$ cat config.mk
export PLATFORM = sky130hd
export DESIGN_NAME = rom_burst_ctrl
export DESIGN_NICKNAME = d
export VERILOG_FILES = /design/src/rtl/rom_burst_ctrl.sv
export SDC_FILE = /design/constraint.sdc
export NUM_CORES = 1
export LEC_CHECK = 0
export ABC_AREA = 1
export ABC_CLOCK_PERIOD_IN_PS = 2500
export BUFFER_PORTS_ARGS = -buffer_cell sky130_fd_sc_hd__buf_2
export CORE_UTILIZATION = 55
export CTS_CLUSTER_SIZE = 24
export DETAILED_ROUTE_END_ITERATION = 7
export PLACE_DENSITY_LB_ADDON = 0.25
export SETUP_SLACK_MARGIN = 0.2
export SYNTH_ARGS = -nofsm -noshare
export SYNTH_HDL_FRONTEND = slang
export SYNTH_SLANG_ARGS = --single-unit
$ cat constraint.sdc
create_clock -name clk -period 2.5 [get_ports clk]
set_input_delay 0.5 -clock clk [delete_from_list [all_inputs] [get_ports clk]]
set_output_delay 0.5 -clock clk [all_outputs]
set_load 0.02 [all_outputs]
$ cat src/rtl/rom_burst_ctrl.sv
// ============================================================================
// Module   : rom_burst_ctrl
// Purpose  : Read-only lookup memory with valid/ready request and response
//            handshakes, single/burst reads and wrap-around addressing.
//            Optional: ROM_BURST_CTRL_PARITY_EN adds a registered rsp_parity.
// Revision : 1.0 - initial release
// ============================================================================
`default_nettype none

module rom_burst_ctrl #(
    parameter int DATA_W = 8,
    parameter int DEPTH  = 8,
    parameter int ONEHOT = 1,
    parameter int LEN_W  = 4
) (
    input  logic                                                 clk,
    input  logic                                                 rst,
    input  logic                                                 req_valid,
    output logic                                                 req_ready,
    input  logic [((ONEHOT != 0) ? DEPTH : $clog2(DEPTH))-1:0]  req_addr,
    input  logic [LEN_W-1:0]                                     req_len,
    output logic                                                 rsp_valid,
    input  logic                                                 rsp_ready,
    output logic [DATA_W-1:0]                                    rsp_data,
    output logic                                                 rsp_last,
    output logic                                                 rsp_err,
    output logic                                                 busy
`ifdef ROM_BURST_CTRL_PARITY_EN
    ,
    output logic                                                 rsp_parity
`endif
);

    localparam int IW = $clog2(DEPTH);

    typedef enum logic [0:0] {
        S_IDLE  = 1'b0,
        S_BURST = 1'b1
    } state_t;

    state_t            r_state;
    logic [IW-1:0]     r_idx;
    logic [LEN_W-1:0]  r_cnt;

    logic [IW-1:0]     w_addr_idx;
    logic              w_addr_ok;
    logic [IW-1:0]     w_next_idx;
    logic [DATA_W-1:0] w_load_data;
    logic              w_accept;
    logic              w_adv;

    // Entry i is nibble (i+1)%16 repeated across the word, low bits first.
    function automatic logic [DATA_W-1:0] rom_word(input logic [IW-1:0] idx);
        logic [31:0]       nib;
        logic [DATA_W-1:0] w;
        nib = 32'(idx) + 32'd1;
        w   = '0;
        for (int b = 0; b < DATA_W; b++) begin
            w[b] = nib[b % 4];
        end
        return w;
    endfunction

    generate
        if (ONEHOT != 0) begin : g_onehot
            always_comb begin
                w_addr_idx = '0;
                for (int i = 0; i < DEPTH; i++) begin
                    if (req_addr[i]) begin
                        w_addr_idx = IW'(i);
                    end
                end
            end
            assign w_addr_ok = $onehot(req_addr);
        end else begin : g_binary
            assign w_addr_idx = req_addr;
            assign w_addr_ok  = ({1'b0, req_addr} < (IW+1)'(DEPTH));
        end
    endgenerate

    assign w_accept   = req_valid && req_ready;
    assign w_adv      = rsp_valid && rsp_ready;
    assign w_next_idx = (r_idx == IW'(DEPTH - 1)) ? '0 : (r_idx + 1'b1);

    always_comb begin
        w_load_data = rom_word(w_next_idx);
        if (r_state == S_IDLE) begin
            w_load_data = w_addr_ok ? rom_word(w_addr_idx) : '0;
        end
    end

    always_ff @(posedge clk or posedge rst) begin
        if (rst) begin
            r_state   <= S_IDLE;
            r_idx     <= '0;
            r_cnt     <= '0;
            req_ready <= 1'b1;
            rsp_valid <= 1'b0;
            rsp_data  <= '0;
            rsp_last  <= 1'b0;
            rsp_err   <= 1'b0;
            busy      <= 1'b0;
        end else begin
            case (r_state)
                S_IDLE: begin
                    if (w_accept) begin
                        r_state   <= S_BURST;
                        req_ready <= 1'b0;
                        busy      <= 1'b1;
                        rsp_valid <= 1'b1;
                        rsp_data  <= w_load_data;
                        r_idx     <= w_addr_idx;
                        if (w_addr_ok) begin
                            r_cnt    <= req_len;
                            rsp_last <= (req_len == '0);
                            rsp_err  <= 1'b0;
                        end else begin
                            // Bad address collapses to a single error beat.
                            r_cnt    <= '0;
                            rsp_last <= 1'b1;
                            rsp_err  <= 1'b1;
                        end
                    end
                end
                S_BURST: begin
                    if (w_adv) begin
                        if (r_cnt == '0) begin
                            r_state   <= S_IDLE;
                            req_ready <= 1'b1;
                            busy      <= 1'b0;
                            rsp_valid <= 1'b0;
                            rsp_last  <= 1'b0;
                            rsp_err   <= 1'b0;
                        end else begin
                            r_idx    <= w_next_idx;
                            r_cnt    <= r_cnt - 1'b1;
                            rsp_last <= (r_cnt == LEN_W'(1));
                            rsp_data <= w_load_data;
                        end
                    end
                end
                default: begin
                    r_state   <= S_IDLE;
                    req_ready <= 1'b1;
                    busy      <= 1'b0;
                    rsp_valid <= 1'b0;
                end
            endcase
        end
    end

`ifdef ROM_BURST_CTRL_PARITY_EN
    logic w_load;
    assign w_load = w_accept || (w_adv && (r_cnt != '0));

    always_ff @(posedge clk or posedge rst) begin
        if (rst) begin
            rsp_parity <= 1'b0;
        end else if (w_load) begin
            rsp_parity <= ^w_load_data;
        end
    end
`endif

endmodule

`default_nettype wire

## Word level (Yosys, flattened, before mapping)

Cells that the tools add are included.

| storage, ports and cells | value |
|---|---|
| memories kept | 0 |
| register bits | 20 |
| bits in writable memories | 0 |
| bits in latches | 0 |
| ROM bits | 0 |
| output and inout port bits | 13 |
| logic and storage cells | 77 |

| cells by class | value |
|---|---|
| $add $sub $neg | 11 |
| bitwise gates (word level) | 1 |
| $lt $le $gt $ge | 0 |
| divide/modulo/power cells | 0 |
| multiplexer cells | 43 |
| eq/ne operators | 7 |
| shift-type cells | 0 |
| multiply operators | 0 |
| reductions and logical operators | 7 |

Operators by type and width:

| cell | number |
|---|---|
| 8-bit two-way mux | 5 |
| 3-bit two-way mux | 10 |
| 1-bit two-way mux | 16 |
| 4-bit two-way mux | 4 |
| 8-bit case mux with 2 select lines | 1 |
| 1-bit case mux with 2 select lines | 5 |
| 1-bit by 1-bit adder with 2-bit output | 4 |
| 3-bit by 1-bit adder with 4-bit output, second input constant | 2 |
| 4-bit by 1-bit == test with 1-bit output, second input constant | 2 |
| 4-bit logical NOT | 2 |
| 4-bit case mux with 2 select lines | 1 |
| 2-bit by 2-bit adder with 3-bit output | 2 |
| 3-bit case mux with 2 select lines | 1 |
| 3-bit AND reduction | 2 |
| 3-bit by 3-bit adder with 4-bit output | 1 |
| 2-bit by 1-bit != test with 1-bit output, second input constant | 2 |
| 2-bit != test, second input constant | 2 |
| 4-bit by 1-bit subtractor with 4-bit output, second input constant | 1 |
| 3-bit by 1-bit adder with 3-bit output, second input constant | 1 |
| 3-bit == test, second input constant | 1 |
| 1-bit logical AND | 2 |
| 2-bit AND reduction | 1 |
| 1-bit NOT | 1 |

## Longest topological paths before layout

Gate-level depths: netlist (run 1).

| logic depth | value |
|---|---|
| depth in word-level cells | 13 |
| gate-level depth with buffers | 17 |
| mapped depth without buffers | 17 |

## Least setup slack after synthesis (run 1)

OpenSTA, ideal clock, no wires.

| path | value |
|---|---|
| kind | in2reg |
| start point | in req_addr[0] in the netlist's numbering |
| end point | reg rsp_data[4] |
| library setup time | 0.077 ns |
| cell stages on the path | 14 |
| data required time | 2.423 ns |
| arrival time | 3.246 ns |
| slack | -0.824 ns |
| path buffers | 0 |
| cell sequence | inv_1 > fa_1 > fa_1 > fa_1 > inv_1 > ha_1 > inv_1 > fa_1 > nand2_1 > nor2_1 > nand2_1 > nor2_2 > nand3_1 > a21oi_1 |

| between the ends | value |
|---|---|
| longest elaborated chain between the ends | 9 |
| elaborated cells between the ends (all ways) | 10 |
| those cells by class | 3 x add/sub; 1 x eq/ne; 6 x mux |

RTL lines:

| what | line | RTL |
|---|---|---|
| start, declared | 20 | `input logic [((ONEHOT != 0) ? DEPTH : $clog2(DEPTH))-1:0] req_addr,` |
| 1-bit by 1-bit adder with 2-bit output (not written as such) * | 74 | `assign w_addr_ok = $onehot(req_addr);` |
| 2-bit by 2-bit adder with 3-bit output (not written as such) * | 74 |  |
| 3-bit by 3-bit adder with 4-bit output (not written as such) * | 74 |  |
| 4-bit by 1-bit == test with 1-bit output * | 74 |  |
| 8-bit two-way mux * | 88 | `w_load_data = w_addr_ok ? rom_word(w_addr_idx) : '0;` |
| 8-bit two-way mux * | 87 | `if (r_state == S_IDLE) begin` |
| 8-bit two-way mux | 127 | `if (r_cnt == '0) begin` |
| 8-bit two-way mux | 126 | `if (w_adv) begin` |
| 8-bit case mux with 2 select lines * | 104 | `case (r_state)` |
| end signal, assigned | 111 | `rsp_data <= w_load_data;` |
| end signal, assigned | 138 | `rsp_data <= w_load_data;` |
| end, declared | 24 | `output logic [DATA_W-1:0] rsp_data,` |

Every way passes the cells marked *; elsewhere a longest branch is shown, timed or not. The select of a mux whose other input is x is not followed.
A chain may end at the register's enable or synchronous reset.

## Final worst setup path (run 1)

| path | value |
|---|---|
| start point | in req_addr[0] in the netlist's numbering |
| end point | reg rsp_data[5] |

The elaborated chain is that of the path after synthesis.

==> key figures, run 1 <==
Placement
  – Placed insts: 213
  – GP Congestion: 0.8692
  – Port bufs: 28
  – HPWL after detailed placement: 2009 um
  – Pre-CTS WS: -1150 ps

Cells and area
  – Antenna diodes: 0
  – Finished Core Util: 72.15%
  – Commonest non-fill, non-tap cells in the layout: nand2_1 (35), buf_2 (26), nor2_1 (22)
  – Layout cells sized above 1: 29.84%
  – Most common cell after layout, fill and taps aside: nand2_1
  – Final non-filler cell total: 218
  – Layout Area Growth over Synthesis: 19.35%
  – Nets@finish: 220

Yosys
  – Register area share after synthesis: 32.86%
  – Cell area after synthesis: 1222 um2
  – Netlist cell types: 25
  – Syn avg cell area: 7.593 um2
  – Cell count after synthesis: 161
  – Synthesis-stage register bit count: 16
  – Syn nets: 189
  – YS warnings: 0

Clock tree
  – Max Buffers Root-to-Sink: 2
  – CTS tree: yes
  – CTS Hold Bufs: 0
  – CTS root buf: clkbuf_4
  – TritonCTS buffer count: 3
  – # clock sinks: 16
  – Clk Latency, worst-skew pair: 290 ps
  – Clock-pin transition on the worst setup and hold timing paths: 100 ps
  – Depth of the CTS H-tree: 1

Die
  – Core area: 2022 um2
  – Initial core utilization: 60.46%
  – Die Width: 49.15 um
  – Die area: 2415 um2
  – Die Ht: 49.15 um
  – Site row count: 16
  – IO Pins: 29

Power
  – Cell-internal power: 0.4303 mW
  – P per Cell Area: 428.2 nW/um2
  – Static leakage: 0.8189 nW
  – Clk pwr share: 28.4%
  – Sw Ratio: 31.13%
  – Power Total: 0.6248 mW
  – P_sw: 0.1945 mW
  – Sequential power share: 41.4%
  – Combinational share of power: 30.2%
  – Peak VDD IR: 0.3098 mV

STA
  – Skew final: 2.582 ps
  – Final Hold Fails: 0
  – Final setup vio count: 10
  – Crit share post-route: 132.3%
  – Maximum clock rate: 302.3 MHz
  – Worst slew margin: 58.13%
  – RSZ-0062 raised after global routing: true
  – Slew Limit Fails: 0
  – Final min period: 3308 ps
  – Final setup margin: -808.3 ps
  – Slew @ Worst Pin: 627.3 ps

Critical path
  – CP required: 2730 ps
  – CP endpoint kind: flip-flop
  – Crit path DAT: 3540 ps
  – Setup CP Type: input port to flip-flop
  – Worst reg2reg setup slack: 640 ps
  – CP startpoint kind: input port
  – Worst Path Max Fanout: 8

Hold path
  – Worst min path class: input port to async pin

Drt
  – Drt via density: 5.211
  – Wirelength per Cell: 12.06 um
  – Final ANT Viol Nets: 0
  – Initial DRC Count: 21
  – DR pass1 iterations: 4
  – Vias after detailed routing: 1136
  – WL final: 2630 um
  – DRC violations left: 0

Global routing
  – Congestion Overflow GR: 0
  – Initial antenna violation count: 0
  – Vias in the first global route: 1157
  – Global-route wire length before repair: 4533 um
  – Aggregate global-route resource usage: 24.47%
  – Largest net degree at the start of global routing: 17

Run
  – Max cap viols: 0

Status
  – Status: finished with violations
  – Failing checks: setup timing
==> area by class of cell <==
cell class	instances	area [um2]
Sequential cell	16	401.6
Fill cell	172	563.0
Inverter	27	108.9
Clock buffer	4	36.28
Multi-Input combinational cell	111	684.4
Tap cell	27	33.78
Timing Repair Buffer	33	193.9
==> through the flow <==
stage | TNS [ps] | hold slack, ps | area [um2]
after floorplan | -7380 | 413.0 | 1237
after global placement | -10310 | 486.5 | 1381
after detailed placement | -10910 | 506.9 | 1381
after CTS | -7301 | 288.3 | 1434
after global routing | -9322 | 310.4 | 1459
final | -7367 | 266.6 | 1459
==> state kept, by name (all words and copies together), names as in the netlist <==
signal	flops
r_cnt	4
rsp_data	4
r_idx	3
busy	1
r_state	1
req_ready	1
rsp_err	1
rsp_last	1
==> worst max-delay path, cell delays in order <==
cell     delay (ps)
buf_8            80
inv_8            20
fa_1            560
fa_1            430
fa_1            440
inv_1            70
ha_2            180
inv_2            40
fa_1            480
nand2_1          50
nor2_1           90
nand2_1         100
nor2_4          200
buf_4           150
nand2_2          40
a21oi_2         110
==> final timing paths <==
path	startpoint	to	cells after the start
worst max-delay path	req_addr[0]	rsp_data[5]$_DFFE_PP0P_	16
worst min-delay path	rst	rsp_data[3]$_DFFE_PP0P_	2
worst max register to register	r_state$_DFF_PP0_	r_idx[1]$_DFFE_PP0P_	7
worst min register to register	rsp_last$_DFFE_PP0P_	rsp_last$_DFFE_PP0P_	2
max in group asynchronous	rst	r_cnt[0]$_DFFE_PP0P_	2
min in group clk	req_len[1]	r_cnt[1]$_DFFE_PP0P_	3
==> timing repair <==
action,CTS,global route
pin swaps,4,4
endpoints found under the setup margin,10,10
gates resized for setup,6,5
buffers inserted,0,1
endpoints found under the hold margin,0,0
==> power by group through the flow <==
stage | logic, mW | clock network, mW | registers (mW)
6_report | 0.189 | 0.177 | 0.259
5_1_grt | 0.220 | 0.191 | 0.259
4_1_cts | 0.176 | 0.178 | 0.259
3_5_place_dp | 0.172 | 0 | 0.264
3_3_place_gp | 0.163 | 0 | 0.264
2_1_floorplan | 0.112 | 0 | 0.264
==> routing by layer <==
metal / part of all wire, % / up-vias / GRT usage, %
li1: - / 561 / -
met1: 43 / 539 / 26.65
met2: 52 / 30 / 44.75
met3: 3.9 / 6 / 5.919
met4: 1.1 / 0 / 9.804
met5: 0 / - / 0
==> cell usage after synthesis <==
library cell / number / share of area [%]
a22oi_1: 2 / 1.2
nor2_1: 22 / 6.8
a31oi_1: 2 / 1.0
xor2_1: 1 / 0.72
nand2_2: 1 / 0.51
nand3_4: 2 / 2.9
inv_1: 25 / 7.7
nor3_2: 1 / 0.82
nand2_1: 36 / 11
nand2_4: 1 / 0.92
nor3_1: 1 / 0.41
inv_2: 2 / 0.61
nor2_2: 1 / 0.51
buf_4: 5 / 3.1
xnor2_1: 1 / 0.72
fa_1: 4 / 6.6
ha_1: 8 / 8.2
dfstp_2: 1 / 2.1
or2_2: 1 / 0.51
dfrtp_1: 15 / 31
o21ai_0: 5 / 2.0
a21oi_1: 13 / 5.3
nand3_1: 8 / 3.3
buf_6: 2 / 1.8
nand4_1: 1 / 0.51
==> logic make-up (layout without fill, tap and decap cells) <==
family,Yosys count,after routing,synth area share [%]
buffers and inverters,34,64,13.20
flip-flops,16,16,32.86
AO/OA/AOI/OAI,22,22,9.620
XOR/XNOR,2,2,1.433
AND/OR/NAND/NOR,75,75,28.15
adder cells (fa/ha/maj),12,12,14.74
Note: power is estimated with default switching activity, not from simulation.
==> run 2, diff against run 1 <==
Settings changed: CTS_CLUSTER_DIAMETER set to 80, REMOVE_ABC_BUFFERS set to 1.
==> run 2 against run 1 <==
The flow still finishes with violations (setup timing). Power increased by 3.5%. Cell count grew 0.92%. Register-to-register slack is essentially flat. Utilization grew 0.87 points. Worst hold slack improved by 9.5 ps. Largest power group unchanged. First-iteration DRC count rose by 81%. Setup slack got worse by 12 ps. Routed wire length up 7.4%.
==> key figures, run 2 (synthesis results as in run 1) <==
Cells and area
  – Layout cells sized above 1: 32.12% (+2.3 points)
  – Multi-input logic area: 691.9 um2 (+1.1%)
  – Largest regs: r_cnt (4), rsp_data (4), r_idx (3)
  – Nets@finish: 222 (+0.91%)
  – Cell area after layout: 1476 um2 (+1.2%)
  – Most common cell after layout, fill and taps aside: nand2_1
  – Final non-filler cell total: 220 (+0.92%)
  – Layout Area Growth over Synthesis: 20.78%
  – FF+latch area: 401.6 um2 (unchanged)
  – Fillers: 163 (-5.2%)
  – Antenna diodes: 0 (unchanged)
  – Commonest non-fill, non-tap cells in the layout: nand2_1 (35), buf_2 (25), nor2_1 (21)

Critical path
  – Worst Path Max Fanout: 8 (unchanged)
  – Setup CP Type: input port to flip-flop
  – CP startpoint kind: input port
  – Worst Reg2Reg Path Length in Cells: 7 (unchanged)
  – CP endpoint kind: flip-flop
  – Crit path DAT: 3550 ps (about the same)
  – CP required: 2730 ps (about the same)

Die
  – Die Width: 49.15 um (unchanged)
  – IO Pins: 29 (unchanged)
  – Die Ht: 49.15 um (unchanged)
  – Site row count: 16 (unchanged)
  – Core area: 2022 um2 (unchanged)
  – Die area: 2415 um2 (unchanged)
  – Initial core utilization: 60.46% (unchanged)

Placement
  – Placed inst area: 1374 um2 (-0.54%)
  – Placed insts: 214 (+0.47%)
  – Port bufs: 28 (unchanged)
  – HPWL after detailed placement: 2051 um (+2.1%)
  – Pre-CTS WS: -1155 ps (-4.580 ps)
  – GP Congestion: 0.8411 (-3.2%)

STA
  – Final min period: 3321 ps (+12.45 ps)
  – Slew @ Worst Pin: 652.7 ps (+25.35 ps)
  – Worst slew margin: 56.44% (-1.7 points)
  – Final setup vio count: 10 (unchanged)
  – RSZ-0062 raised after global routing: true
  – Maximum clock rate: 301.1 MHz (-0.37%)
  – Slew Limit Fails: 0 (unchanged)
  – Crit share post-route: 132.8% (+0.50 points)
  – Sum Neg Setup Slack: -7905 ps (-537.6 ps)
  – Final Hold Fails: 0 (unchanged)
  – Skew final: 6.150 ps (+3.567 ps)
  – Final hold slack: 276.1 ps (+9.526 ps)
  – Final setup margin: -820.7 ps (-12.45 ps)

Global routing
  – Largest net degree at the start of global routing: 17 (unchanged)
  – Aggregate global-route resource usage: 25.47% (+1.0 points)
  – Congestion Overflow GR: 0 (unchanged)
  – Initial antenna violation count: 0 (unchanged)
  – Global-route wire length before repair: 4616 um (+1.8%)
  – Vias in the first global route: 1113 (-3.8%)

Status
  – Failing checks: setup timing
  – Status: finished with violations

Power
  – Static leakage: 0.8255 nW (+0.80%)
  – Peak VDD IR: 0.4277 mV (+38%)
  – P per Cell Area: 438.1 nW/um2 (+2.3%)

Drt
  – Drt via density: 5.277 (+1.3%)
  – WL final: 2825 um (+7.4%)
  – Vias after detailed routing: 1161 (+2.2%)
  – DRC violations left: 0 (unchanged)
  – Wirelength per Cell: 12.84 um (+6.4%)
  – Initial DRC Count: 38 (+81%)
  – Final ANT Viol Nets: 0 (unchanged)
  – DR pass1 iterations: 4 (unchanged)

Clock tree
  – CTS Hold Bufs: 0 (unchanged)
  – TritonCTS buffer count: 3 (unchanged)
  – Clk Latency, worst-skew pair: 290 ps (about the same)
  – Max Buffers Root-to-Sink: 2 (unchanged)
  – CTS tree: yes
  – # clock sinks: 16 (unchanged)
  – CTS root buf: clkbuf_4
  – Depth of the CTS H-tree: 1 (unchanged)
  – Clock-pin transition on the worst setup and hold timing paths: 100 ps (about the same)

Run
  – Max cap viols: 0 (unchanged)

Hold path
  – Worst min path class: input port to async pin
-- run 2: worst max-delay path, stage by stage --
cell	delay, ps
buf_6	70
inv_2	30
fa_1	540
fa_1	420
fa_1	440
inv_1	70
ha_2	180
inv_2	40
fa_1	480
nand2_1	90
nor2_2	120
nand2_2	80
nor2_4	220
nand3_2	110
a21oi_2	140
-- run 2: stage by stage --
step	power (mW)	util (%)
final	0.6468	73.02
after global routing	0.6879	73.02
after CTS	0.6158	71.29
after detailed placement	0.4281	67.95
after global placement	0.4183	67.95
after floorplan	0.3683	-
-- run 2: path summary, 6_finish.rpt --
kind	from	to	slack (ps)
worst max-delay path	req_addr[0]	rsp_data[6]$_DFFE_PP0P_	-820
worst min-delay path	rst	rsp_data[6]$_DFFE_PP0P_	280
worst max register to register	r_state$_DFF_PP0_	r_idx[1]$_DFFE_PP0P_	650
worst min register to register	rsp_err$_DFFE_PP0P_	rsp_err$_DFFE_PP0P_	520
max in group asynchronous	rst	r_cnt[3]$_DFFE_PP0P_	1810
min in group clk	req_len[2]	r_cnt[2]$_DFFE_PP0P_	450
-- run 2: final cells by class --
cell class              instances  share of cell area [%]
multi-input cells             111                   46.86
flip-flops and latches         16                   27.20
repair buffers                 35                   14.32
inverters                      27                   6.864
clock buffers                   4                   2.458
well taps                      27                   2.288
-- run 2: timing repair --
action / in CTS / in global routing
resized for setup: 10 / 8
setup endpoints to repair: 10 / 10
buffers inserted: 1 / 1
pin swaps: 3 / 5
-- run 2: where the power goes --
part	total, mW	internal [mW]	switching [mW]
clock	0.178	0.0888	0.0895
combinational	0.210	0.0920	0.118
sequential	0.259	0.259	0
-- run 2: routing by layer --
layer	routed length [um]	part of all wire, %	vias up	track usage, %
met5	0	0	-	0
met4	48	1.7	0	7.843
met3	140	5.0	7	3.738
met2	1490	53	42	47.95
met1	1146	41	547	29.06
li1	-	-	565	-
==> run 3, diff against run 2 <==
Settings changed: CORE_UTILIZATION 55 to 57.
==> run 3 against run 2 <==
The flow still finishes with violations (setup timing). Count of clock-buffer cells in the layout is the same. Cell area is essentially flat. Sequential cell count is the same. First-iteration DRC count shrank 37%. Highest routed layer unchanged.
==> key figures, run 3 (synthesis results as in run 1) <==
Status
  – Status: finished with violations
  – Failing checks: setup timing

Drt
  – DR pass1 iterations: 4 (unchanged)
  – Initial DRC Count: 24 (-37%)
  – Final ANT Viol Nets: 0 (unchanged)
  – WL final: 2670 um (-5.5%)
  – Wirelength per Cell: 12.14 um (-5.5%)
  – Vias after detailed routing: 1142 (-1.6%)
  – Drt via density: 5.191 (-1.6%)
  – DRC violations left: 0 (unchanged)

Critical path
  – CP startpoint kind: input port
  – Crit path DAT: 3560 ps (about the same)
  – Setup CP Type: input port to flip-flop
  – CP required: 2730 ps (about the same)
  – CP endpoint kind: flip-flop
  – Worst Path Max Fanout: 8 (unchanged)

Placement
  – GP Congestion: 0.8164 (-2.9%)
  – Port bufs: 28 (unchanged)
  – HPWL after detailed placement: 1978 um (-3.5%)
  – Placed inst area: 1381 um2 (+0.55%)
  – Placed insts: 215 (+0.47%)

Power
  – Peak VDD IR: 0.4729 mV (+11%)
  – P per Cell Area: 436.7 nW/um2 (-0.30%)
  – Static leakage: 0.8268 nW (+0.15%)
  – Power Total: 0.6443 mW (-0.39%)

Global routing
  – Vias in the first global route: 1140 (+2.4%)
  – Global-route wire length before repair: 4554 um (-1.3%)
  – Aggregate global-route resource usage: 25.00% (-0.47 points)
  – Largest net degree at the start of global routing: 17 (unchanged)
  – Congestion Overflow GR: 0 (unchanged)
  – Initial antenna violation count: 0 (unchanged)
  – Met2 Use GR: 48.59% (+0.65 points)
  – Routing usage on met1: 27.53% (-1.5 points)
  – Met3 usage: 2.830% (-0.91 points)
  – Layer with the highest usage: met2

STA
  – Crit share post-route: 133.3% (+0.50 points)
  – Final setup margin: -833.3 ps (-12.58 ps)
  – Worst slew margin: 58.17% (+1.7 points)
  – Skew final: 7.781 ps (+1.632 ps)
  – Maximum clock rate: 300.0 MHz (-0.38%)
  – Final setup vio count: 10 (unchanged)
  – Final hold slack: 266.2 ps (-9.966 ps)
  – Final Hold Fails: 0 (unchanged)
  – Slew @ Worst Pin: 626.8 ps (-25.86 ps)
  – RSZ-0062 raised after global routing: true
  – Final min period: 3333 ps (+12.58 ps)
  – Slew Limit Fails: 0 (unchanged)

Hold path
  – Worst min path class: input port to async pin

Cells and area
  – Finished Core Util: 74.43% (+1.4 points)
  – Final non-filler cell total: 220 (unchanged)
  – Largest regs: r_cnt (4), rsp_data (4), r_idx (3)
  – Layout Area Growth over Synthesis: 20.68% (about the same)
  – Most common cell after layout, fill and taps aside: nand2_1
  – Commonest non-fill, non-tap cells in the layout: nand2_1 (35), buf_2 (26), nor2_1 (21)
  – Antenna diodes: 0 (unchanged)
  – Layout cells sized above 1: 32.12% (unchanged)
  – Cell area after layout: 1475 um2 (about the same)
  – Nets@finish: 222 (unchanged)

Clock tree
  – Max Buffers Root-to-Sink: 2 (unchanged)
  – CTS tree: yes
  – TritonCTS buffer count: 3 (unchanged)
  – CTS root buf: clkbuf_4
  – # clock sinks: 16 (unchanged)
  – Clk Latency, worst-skew pair: 290 ps (about the same)
  – Clock-pin transition on the worst setup and hold timing paths: 100 ps (about the same)
  – Depth of the CTS H-tree: 1 (unchanged)

Die
  – Core area: 1982 um2 (-2.0%)
  – Die Ht: 48.31 um (-1.7%)
  – Initial core utilization: 61.68% (+1.2 points)
  – Site row count: 16 (unchanged)
  – Die area: 2334 um2 (-3.4%)
  – Die Width: 48.31 um (-1.7%)
  – IO Pins: 29 (unchanged)

Run
  – Max cap viols: 0 (unchanged)
==> run 3: cell counts in the layout (fill, tap and decap cells not counted) <==
Identical to the previous run, type by type.
==> run 3: per-layer routing <==
metal | part of all wire, % | up-vias
met3 | 3.1 | 6
met5 | 0 | -
met2 | 54 | 27
met1 | 41 | 544
met4 | 1.9 | 0
li1 | - | 565
==> run 3: path summary, 6_finish.rpt <==
check	slack (ps)	to	startpoint	cells past startpoint
max	-830	rsp_data[4]$_DFFE_PP0P_	req_addr[0]	15
min	270	r_idx[0]$_DFFE_PP0P_	rst	2
max reg2reg	750	rsp_data[4]$_DFFE_PP0P_	r_state$_DFF_PP0_	7
min reg2reg	520	req_ready$_DFFE_PP1P_	req_ready$_DFFE_PP1P_	2
max in group asynchronous	1830	busy$_DFFE_PP0P_	rst	2
min in group clk	460	r_cnt[1]$_DFFE_PP0P_	req_len[1]	3
==> run 3: power breakdown <==
group / leakage, nW / switching [mW] / internal [mW]
combinational: 0.601 / 0.119 / 0.0893
sequential: 0.204 / 0 / 0.259
clock: 0.0210 / 0.0884 / 0.0887
total: 0.827 / 0.208 / 0.437
==> run 3: area by class of cell <==
type | instances | area, um2
multi-input cells | 111 | 693.2
inverters | 27 | 101.3
repair buffers | 35 | 209.0
well taps | 27 | 33.78
fillers | 150 | 506.7
flip-flops and latches | 16 | 401.6
clock buffers | 4 | 36.28
==> run 3: what timing repair did <==
action,CTS,global route
buffers inserted,1,0
hold buffers,0,0
hold endpoints to repair,0,0
resized for setup,15,3
pin swaps,7,2
endpoints found under the setup margin,10,10
==> run 3: metrics by stage <==
stage	setup WS [ps]	setup TNS, ps
3_5_place_dp	-1229	-11730
4_1_cts	-833.3	-7915
6_report	-833.3	-8114
3_3_place_gp	-1086	-10350
2_1_floorplan	-823.9	-7819
5_1_grt	-950.1	-9182
==> run 3: worst max-delay path, stage by stage <==
cell	delay [ps]
buf_6	70
inv_2	30
fa_1	550
fa_1	430
fa_1	450
inv_1	70
ha_2	180
inv_2	40
fa_1	470
nand2_1	70
nor2_2	140
nand2_2	90
nor2_4	220
nand3_2	110
a21oi_2	140
